File: config.mk
export PLATFORM = sky130hd
export DESIGN_NAME = ssd_scan_ctrl
export DESIGN_NICKNAME = d
export VERILOG_FILES = /design/src/rtl/ssd_scan_ctrl.sv
export SDC_FILE = /design/constraint.sdc
export NUM_CORES = 1
export LEC_CHECK = 0
export CAP_MARGIN = 20
export CORE_MARGIN = 2
export CORE_UTILIZATION = 55
export DETAILED_ROUTE_END_ITERATION = 8
export DONT_BUFFER_PORTS = 1
export PLACE_DENSITY = 0.85
export RECOVER_POWER = 100
export SLEW_MARGIN = 10
export SYNTH_ARGS = -nofsm -noshare
export SYNTH_HDL_FRONTEND = slang
export SYNTH_SLANG_ARGS = --single-unit
File: constraint.sdc
create_clock -name clk -period 2.2 [get_ports clk]
set_input_delay 0.22 -clock clk [delete_from_list [all_inputs] [get_ports clk]]
set_output_delay 0.22 -clock clk [all_outputs]
set_load 0.02 [all_outputs]
File: src/rtl/ssd_scan_ctrl.sv
`default_nettype none
// ============================================================================
// Module   : ssd_scan_ctrl
// Purpose  : Time-multiplexed scan controller for a common-anode multi-digit
//            seven-segment display. It keeps a double-buffered hex frame and
//            scans one digit at a time. Each digit slot is a blanking interval
//            with all anodes off, followed by a display interval. The selected
//            nibble goes to an external hex-to-7-segment decoder.
//
// Ports    : clk        - system clock
//            rst        - synchronous active-high reset
//            wr_en      - frame write request
//            wr_data    - frame nibbles, [3:0] = digit 0 (rightmost)
//            wr_dp      - decimal-point enables, 1 = lit
//            wr_ready   - pending buffer empty, a write can be taken
//            digit_val  - nibble for the external decoder
//            an_out     - anode selects, active-low
//            dp_out     - decimal point, active-low
//            frame_done - one-cycle pulse on the last cycle of a full scan
//
// Options  : LEADING_ZERO_BLANK_EN - when defined, leading-zero digits are
//            kept dark in their display slot. Digit 0 and digits with their
//            decimal point set are always shown.
//
// Revision : 1.0 - initial release
// ============================================================================
module ssd_scan_ctrl #(
    parameter int NUM_DIGITS = 4,
    parameter int SHOW_CYC   = 100000,
    parameter int BLANK_CYC  = 1000
) (
    input  logic                    clk,
    input  logic                    rst,
    input  logic                    wr_en,
    input  logic [4*NUM_DIGITS-1:0] wr_data,
    input  logic [NUM_DIGITS-1:0]   wr_dp,
    output logic                    wr_ready,
    output logic [3:0]              digit_val,
    output logic [NUM_DIGITS-1:0]   an_out,
    output logic                    dp_out,
    output logic                    frame_done
);

    localparam int c_cnt_max = (SHOW_CYC > BLANK_CYC) ? SHOW_CYC : BLANK_CYC;
    localparam int c_cnt_w   = $clog2(c_cnt_max + 1);
    localparam int c_idx_w   = $clog2(NUM_DIGITS);

    localparam logic [c_cnt_w-1:0] c_show_last  = c_cnt_w'(SHOW_CYC - 1);
    localparam logic [c_cnt_w-1:0] c_blank_last = c_cnt_w'(BLANK_CYC - 1);
    localparam logic [c_idx_w-1:0] c_idx_last   = c_idx_w'(NUM_DIGITS - 1);

    typedef enum logic [0:0] {
        ST_BLANK = 1'b0,
        ST_SHOW  = 1'b1
    } state_t;

    state_t                    r_state;
    state_t                    w_state_next;
    logic [c_cnt_w-1:0]        r_cnt;
    logic [c_cnt_w-1:0]        w_cnt_next;
    logic [c_idx_w-1:0]        r_idx;
    logic [c_idx_w-1:0]        w_idx_next;
    logic [c_idx_w-1:0]        w_idx_inc;
    logic [3:0]                r_digit_val;
    logic [3:0]                w_digit_next;
    logic                      w_frame_done;

    logic [4*NUM_DIGITS-1:0]   r_active;
    logic [NUM_DIGITS-1:0]     r_active_dp;
    logic [4*NUM_DIGITS-1:0]   r_pend;
    logic [NUM_DIGITS-1:0]     r_pend_dp;
    logic                      r_pend_valid;
    logic                      w_accept;
    logic                      w_commit;
    logic [NUM_DIGITS-1:0]     w_lz_mask;

    assign w_idx_inc = r_idx + 1'b1;

    // A write is only taken while the pending buffer is empty; the commit
    // happens on the last cycle of a scan so a frame never tears mid-scan.
    assign w_accept = wr_en & ~r_pend_valid;
    assign w_commit = w_frame_done & r_pend_valid;

    // ------------------------------------------------------------------------
    // Scan state register
    // ------------------------------------------------------------------------
    always_ff @(posedge clk) begin
        if (rst) begin
            r_state     <= ST_BLANK;
            r_cnt       <= '0;
            r_idx       <= '0;
            r_digit_val <= 4'h0;
        end else begin
            r_state     <= w_state_next;
            r_cnt       <= w_cnt_next;
            r_idx       <= w_idx_next;
            r_digit_val <= w_digit_next;
        end
    end

    // ------------------------------------------------------------------------
    // Scan next-state logic
    // ------------------------------------------------------------------------
    always_comb begin
        w_state_next = r_state;
        w_cnt_next   = r_cnt + 1'b1;
        w_idx_next   = r_idx;
        w_digit_next = r_digit_val;
        w_frame_done = 1'b0;
        case (r_state)
            ST_BLANK: begin
                if (r_cnt == c_blank_last) begin
                    w_state_next = ST_SHOW;
                    w_cnt_next   = '0;
                end
            end
            ST_SHOW: begin
                if (r_cnt == c_show_last) begin
                    w_state_next = ST_BLANK;
                    w_cnt_next   = '0;
                    // digit_val is loaded as BLANK is entered so the external
                    // decoder has the whole blanking interval to settle.
                    if (r_idx == c_idx_last) begin
                        w_idx_next   = '0;
                        w_frame_done = 1'b1;
                        // Digit 0 of the next scan comes from the frame that
                        // is being committed on this very cycle, if any.
                        w_digit_next = r_pend_valid ? r_pend[3:0] : r_active[3:0];
                    end else begin
                        w_idx_next   = w_idx_inc;
                        w_digit_next = r_active[w_idx_inc*4 +: 4];
                    end
                end
            end
            default: begin
                w_state_next = ST_BLANK;
                w_cnt_next   = '0;
            end
        endcase
    end

    // ------------------------------------------------------------------------
    // Frame buffers: pending (written) and active (displayed)
    // ------------------------------------------------------------------------
    always_ff @(posedge clk) begin
        if (rst) begin
            r_active     <= '0;
            r_active_dp  <= '0;
            r_pend       <= '0;
            r_pend_dp    <= '0;
            r_pend_valid <= 1'b0;
        end else if (w_commit) begin
            r_active     <= r_pend;
            r_active_dp  <= r_pend_dp;
            r_pend_valid <= 1'b0;
        end else if (w_accept) begin
            r_pend       <= wr_data;
            r_pend_dp    <= wr_dp;
            r_pend_valid <= 1'b1;
        end
    end

    // ------------------------------------------------------------------------
    // Leading-zero suppression mask, captured at each commit
    // ------------------------------------------------------------------------
`ifdef LEADING_ZERO_BLANK_EN
    logic [NUM_DIGITS-1:0] r_lz_mask;
    logic [NUM_DIGITS-1:0] w_lz_calc;
    logic                  w_seen_nz;

    // Walk from the most significant digit down; every digit above the
    // first nonzero nibble is suppressed unless its decimal point is lit.
    always_comb begin
        w_lz_calc = '0;
        w_seen_nz = 1'b0;
        for (int k = NUM_DIGITS - 1; k >= 0; k--) begin
            w_seen_nz = w_seen_nz | (r_pend[k*4 +: 4] != 4'h0);
            if (k != 0) begin
                w_lz_calc[k] = ~w_seen_nz & ~r_pend_dp[k];
            end
        end
    end

    always_ff @(posedge clk) begin
        if (rst) begin
            r_lz_mask <= '0;
        end else if (w_commit) begin
            r_lz_mask <= w_lz_calc;
        end
    end

    assign w_lz_mask = r_lz_mask;
`else
    assign w_lz_mask = '0;
`endif

    // ------------------------------------------------------------------------
    // Display outputs, decoded from registered state: at most one anode low.
    // ------------------------------------------------------------------------
    always_comb begin
        an_out = '1;
        dp_out = 1'b1;
        if (r_state == ST_SHOW) begin
            an_out[r_idx] = w_lz_mask[r_idx];
            dp_out        = ~r_active_dp[r_idx];
        end
    end

    assign wr_ready   = ~r_pend_valid;
    assign digit_val  = r_digit_val;
    assign frame_done = w_frame_done;

endmodule
`default_nettype wire
==> impl_metrics.tcl, run 1 <==
set metrics [dict create \
    ff2ff_setup_slack_ps 230 \
    floorplan.die.height_microns 74.9 \
    final_cell_mix "sky130_fd_sc_hd__nand2_1 (95), sky130_fd_sc_hd__dfxtp_1 (65), sky130_fd_sc_hd__a21oi_1 (45)" \
    timing.critical_path.required_ps 1980 \
    reg2reg_from "r_idx[1]" \
    gp_congestion 0.867 \
    globalRouteOverflowTotal 0 \
    maximum_capacitance_violations 0 \
    whs_ps 11.5 \
    grt.total_usage_pct 22.8 \
    cts.sink_count 65 \
    layout.filler_cells 400 \
    worst_clock_skew_ps 6.08 \
    ant_nets 0 \
    grt_start_max_net_pins 50 \
    leakagePower_nw 1.10 \
    floorplan.initialDensity_pct 57.7 \
    worst_hold_path_type "input port to flop" \
    wirelength_mm 5.95 \
    clock_tree.htree_level_count 3 \
    area_overhead_vs_synth_pct 13.2 \
    cp-start-kind "flop" \
    grt_most_used_layer "met2" \
    cts_tree "yes" \
    clock_tree.buffer_depth 2 \
    antenna_cells 0 \
    drive_above_1_share_pct 8.80 \
    cts_root_buffer "sky130_fd_sc_hd__clkbuf_8" \
    global_route.usage.met1_pct 29.7 \
    synth_seq_area_share_pct 47.1 \
    setup.worst_path.end_class "primary output" \
    fin_setup_tns_ps 0 \
    min_period_ps 2040 \
    antenna_found_initial 0 \
    yosys_warns 0 \
    timing.final.setup_violations 0 \
    numPortBuffers 0 \
    final_slew_violations 0 \
    synth_cell_types 28 \
    worst_ir_drop_vdd_v 0.000565 \
    globalRouteMet3Util_pct 10.3 \
    fp.dieArea_sq_mm 0.00560 \
    timing_hold_violations_final 0 \
    netlist_area_sq_mm 0.00276 \
    insertion_delay_ps 340 \
    grt_pass1_vias 2050 \
    vias 2259 \
    grt_setup_unrepaired "no" \
    clock.fmax_mhz 489 \
    ff2ff_path_depth 7 \
    detail_route.iter0.violations 220 \
    power_per_cell_area_mw_per_mm2 813 \
    die-width_microns 74.9 \
    synth-seq-cells 65 \
    setup.worst_path.class "flop to primary output" \
    core_area_sq_mm 0.00479 \
    worstSetupStartpoint "r_cnt[0]" \
    viasPerCell 5.54 \
    worst_setup_path_endpoint "frame_done" \
    run_status "finished, final reports clean" \
    detail_route.drc_violations 0 \
    top_level_ports 34 \
    path_clk_slew_ps 70 \
    crit_path_max_fanout 6 \
    syn_nets 360 \
    final_net_count 365 \
    min_delay_src "wr_dp[2]" \
    final_common_cell "sky130_fd_sc_hd__nand2_1" \
    global_route_wire_length_before_repair_mm 9.49 \
    slew-limit-headroom_pct 49.0 \
    rr_endpoint "digit_val[3]" \
    avgRoutedWirePerCell_microns 14.6 \
    synth_area_per_cell_sq_um 8.32 \
    synthCells 332 \
    gr-usage-met2_pct 33.9 \
    worst-slew-pin-transition_ps 766 \
    row_count 25 \
    drt_pass1_iterations 5 \
    dp_hpwl_mm 3.87 \
    cp_data_arrival_time_ps 1820 \
    period_share_pct 92.9 \
    cts_made_buffers 9 \
]
==> final cells by class <==
cell class,count,area (sq um),share of cell area [%]
multi-input combinational,241,1340,42.9
clock buffer,10,138,4.40
inverter,4,15.0,0.480
sequential,65,1300,41.6
timing repair buffer,16,143,4.56
clock inverter,5,104,3.32
tap,67,83.8,2.68
==> what timing repair did <==
item,in CTS,in global routing
hold buffers,8,1
resized for setup,0,1
hold endpoints to repair,49,1
endpoints found under the setup margin,0,1
setup buffers,0,0
==> power breakdown <==
group,internal [mW],switching [mW],leakage (nW)
clock network,0.777,0.444,0.122
logic,0.0397,0.0599,0.451
registers,1.20,0.0181,0.527
total,2.02,0.521,1.10
==> worst max-delay path, cell delays in order (launching register included) <==
cell and delay, ps:
sky130_fd_sc_hd__dfxtp_1 410, sky130_fd_sc_hd__ha_1 300, sky130_fd_sc_hd__nand4_1 130, sky130_fd_sc_hd__nor3_1 270
sky130_fd_sc_hd__nand2_1 130, sky130_fd_sc_hd__nor2_2 250
==> registers in the layout, summed over array words and instances, names as in the netlist <==
name and cells:
digit_val 4, r_active 16, r_active_dp 4, r_cnt 17
r_idx 2, r_pend 16, r_pend_dp 4, r_pend_valid 1
r_state 1
==> Yosys cell counts <==
| library cell | number | area share (%) |
|---|---|---|
| sky130_fd_sc_hd__ha_1 | 5 | 2.3 |
| sky130_fd_sc_hd__or2_2 | 1 | 0.23 |
| sky130_fd_sc_hd__or3b_1 | 1 | 0.32 |
| sky130_fd_sc_hd__and4b_1 | 1 | 0.36 |
| sky130_fd_sc_hd__nor4_2 | 1 | 0.45 |
| sky130_fd_sc_hd__nor3_1 | 5 | 0.91 |
| sky130_fd_sc_hd__mux4_2 | 5 | 4.1 |
| sky130_fd_sc_hd__nor4bb_1 | 1 | 0.36 |
| sky130_fd_sc_hd__or3_1 | 1 | 0.23 |
| sky130_fd_sc_hd__dfxtp_1 | 65 | 47 |
| sky130_fd_sc_hd__xor2_1 | 12 | 3.8 |
| sky130_fd_sc_hd__and3_4 | 1 | 0.41 |
| sky130_fd_sc_hd__nand4_1 | 5 | 1.1 |
| sky130_fd_sc_hd__and3_1 | 3 | 0.68 |
| sky130_fd_sc_hd__a21oi_1 | 45 | 8.2 |
| sky130_fd_sc_hd__xnor2_1 | 3 | 0.95 |
| sky130_fd_sc_hd__nor4b_1 | 1 | 0.32 |
| sky130_fd_sc_hd__nor2_1 | 31 | 4.2 |
| sky130_fd_sc_hd__mux2i_1 | 10 | 3.6 |
| sky130_fd_sc_hd__nand4bb_1 | 1 | 0.41 |
| sky130_fd_sc_hd__buf_6 | 3 | 1.2 |
| sky130_fd_sc_hd__nand4b_1 | 1 | 0.32 |
| sky130_fd_sc_hd__inv_1 | 4 | 0.54 |
| sky130_fd_sc_hd__and4_1 | 1 | 0.32 |
| sky130_fd_sc_hd__nand2_1 | 95 | 13 |
| sky130_fd_sc_hd__nand3_1 | 9 | 1.6 |
| sky130_fd_sc_hd__nor2b_1 | 2 | 0.45 |
| sky130_fd_sc_hd__clkbuf_1 | 19 | 2.6 |
==> kinds of logic after synthesis <==
logic type	Yosys count	synth area share, %
adder cells (fa/ha/maj)	5	2.27
XOR/XNOR	15	4.76
multiplexers	15	7.70
flip-flops	65	47.1
AO/OA/AOI/OAI	45	8.16
buffers and inverters	26	4.35
AND/OR/NAND/NOR	161	25.6
==> through the flow <==
step                      area [sq um]  utilization [%]  setup WS [ps]  power [mW]  std cells
after detailed placement          2790             58.4            265        1.32        384
after global routing              3130             65.3           20.5        2.63        408
after global placement            2790             58.4            327        1.32        384
after CTS                         3120             65.3           70.5        2.56        407
after floorplan                   2760                -            118        1.31        332
final                             3130             65.3            156        2.54        408
==> routing by layer <==
metal | share of wire, % | wire length [microns]
met3 | 8.2 | 490
met4 | 1.7 | 99
met1 | 44 | 2600
met5 | 0 | 0
met2 | 46 | 2760
==> how the worst min path moves through the flow <==
stage	to	slack [ps]	cells after the start
3_5_place_dp	r_active[3]	300	1
5_1_grt	r_pend_dp[2]	0.2	2
6_report	r_pend_dp[2]	10	2
3_3_place_gp	r_pend[2]	300	1
2_1_floorplan	r_pend[10]	360	2
4_1_cts	r_pend[5]	1	2
(Power assumes the default switching activity.)
==> inputs of run 2 (changes only) <==
Settings changed: CTS_CLUSTER_SIZE set to 10, PLACE_DENSITY 0.85 to 0.76.
==> impl_metrics.tcl, run 2 (synthesis gave the netlist of run 1 again) <==
set metrics [dict create \
    critical-path-slowest-cell "sky130_fd_sc_hd__and3_1" \
    crit_path_max_fanout 16 \
    clock_tree.buffer_depth 2 \
    floorplan.initialDensity_pct 57.7 \
    count_of_buffering_cells_on_the_critical_path_with_inverters_included 1 \
    global_route_wire_length_before_repair_mm 9.58 \
    leakagePower_nw 1.13 \
    hold_buffers 17 \
    timing.critical_path.max_delay_family "simple AND/OR/NAND/NOR gates" \
    hold_path_end "r_pend[5]" \
    drive_above_1_share_pct 8.81 \
    worst_hold_path_type "input port to flop" \
    worst_ir_drop_vdd_v 0.000467 \
    insertion_delay_ps 350 \
    setup.worst_path.class "flop to flop" \
    critical-path-max-stage-delay_ps 450 \
    finalPower_mw 2.36 \
    final_net_count 375 \
    cts.sink_count 65 \
    wirelength_mm 5.92 \
    setup.worst_path.end_class "flop" \
    crit_chain "ha_1 -> nand4_1 -> nor3_1 -> and3_1 -> or3b_1 -> buf_4 -> nor2_1" \
    worst-slew-pin-transition_ps 469 \
    top_level_ports 34 \
    clock_tree.htree_level_count 3 \
    ant_nets 0 \
    top_flop_regs "r_cnt: 17 flops, r_active: 16 flops, r_pend: 16 flops" \
    final_cell_mix "sky130_fd_sc_hd__nand2_1 (95), sky130_fd_sc_hd__dfxtp_1 (65), sky130_fd_sc_hd__a21oi_1 (45)" \
    avgRoutedWirePerCell_microns 14.1 \
    grt_pass1_vias 2008 \
    core_area_sq_mm 0.00479 \
    gp_congestion 0.818 \
    floorplan.die.height_microns 74.9 \
    fin_setup_tns_ps 0 \
    antenna_cells 0 \
    detail_route.iter0.violations 158 \
    cts_tree "yes" \
    final_common_cell "sky130_fd_sc_hd__nand2_1" \
    antenna_found_initial 0 \
    cts_root_buffer "sky130_fd_sc_hd__clkbuf_8" \
    timing_hold_violations_final 0 \
    viasPerCell 5.22 \
    cts_setup_buffers 0 \
    clock.fmax_mhz 511 \
    dp_hpwl_mm 3.77 \
    cp_data_arrival_time_ps 2190 \
    timing.critical_path.required_ps 2430 \
    period_share_pct 89.0 \
    whs_ps 15.6 \
    area_overhead_vs_synth_pct 14.8 \
    min_period_ps 1960 \
    grt.total_usage_pct 23.3 \
    row_count 25 \
    largest_register_ffs 17 \
    globalRouteOverflowTotal 0 \
    hold-path-cell-count 2 \
    min_delay_src "wr_data[5]" \
    cp-start-kind "flop" \
    vias 2187 \
    fp.dieArea_sq_mm 0.00560 \
    grt_setup_unrepaired "no" \
    detail_route.drc_violations 0 \
    run_status "finished, final reports clean" \
    rr_endpoint "r_cnt[8]" \
    registers.top_by_ff_count "r_cnt" \
    drt_pass1_iterations 4 \
    ff2ff_path_depth 7 \
    reg2reg_from "r_cnt[0]" \
    numPortBuffers 0 \
    maximum_capacitance_violations 0 \
    cts_made_buffers 9 \
    final_slew_violations 0 \
    slew-limit-headroom_pct 68.8 \
    grt_start_max_net_pins 50 \
    ff2ff_setup_slack_ps 240 \
    die-width_microns 74.9 \
    power_per_cell_area_mw_per_mm2 744 \
    timing.final.setup_violations 0 \
    path_clk_slew_ps 70 \
    worst_clock_skew_ps 11.8 \
    layout.filler_cells 412 \
    cts_resized 0 \
]
-- run 2: cell count changes in the layout (fill, tap and decap cells not counted), moves of 2 or more --
cell	delta
sky130_fd_sc_hd__bufinv_16	-2
sky130_fd_sc_hd__inv_6	+2
sky130_fd_sc_hd__buf_4	+2
sky130_fd_sc_hd__dlygate4sd3_1	+8
-- run 2: report_power, final --
group	leakage [nW]	switching (mW)	internal, mW
combinational	0.498	0.0607	0.0513
clock	0.100	0.488	0.532
sequential	0.527	0.0221	1.20
total	1.13	0.571	1.79
-- run 2: worst reg2reg max path: cells and delay by family (launching register included) --
kind	cells	cell delay, ps
buffers and inverters	1	210
and+or+nand+nor	5	1050
adders and majority gates	1	190
DFF	1	400
-- run 2: per-layer routing --
layer / vias to the layer above / wire [microns] / track usage (%)
li1: 1127 / - / -
met1: 994 / 2860 / 32.6
met2: 59 / 2580 / 33.2
met3: 7 / 397 / 8.97
met4: 0 / 75 / 7.74
met5: - / 0 / 0
-- run 2: cell type report --
cell class	count	area (sq um)	share of cell area [%]
multi-input cells	241	1330	41.9
flip-flops and latches	65	1300	41.1
repair buffers	26	239	7.54
clock buffers	9	124	3.91
well taps	67	83.8	2.65
clock inverters	7	77.6	2.45
inverters	4	15.0	0.474
-- run 2: worst max path at each step --
stage,cells past startpoint,start,to,slack (ps)
floorplan,9,r_idx[0],digit_val[0],120
global placement,7,r_idx[1],digit_val[3],370
detailed placement,7,r_idx[1],digit_val[3],270
CTS,5,r_cnt[0],frame_done,200
global route,7,r_idx[1],digit_val[0],80
finish,7,r_cnt[0],r_cnt[8],240
-- run 2: metrics by stage --
step | cells | utilization [%] | setup slack (ps) | instance area, sq um
after floorplan | 332 | - | 118 | 2760
final | 419 | 66.2 | 242 | 3170
after global routing | 419 | 66.2 | 81.0 | 3170
after global placement | 386 | 58.7 | 372 | 2810
after detailed placement | 386 | 58.7 | 270 | 2810
after CTS | 419 | 66.6 | 200 | 3190
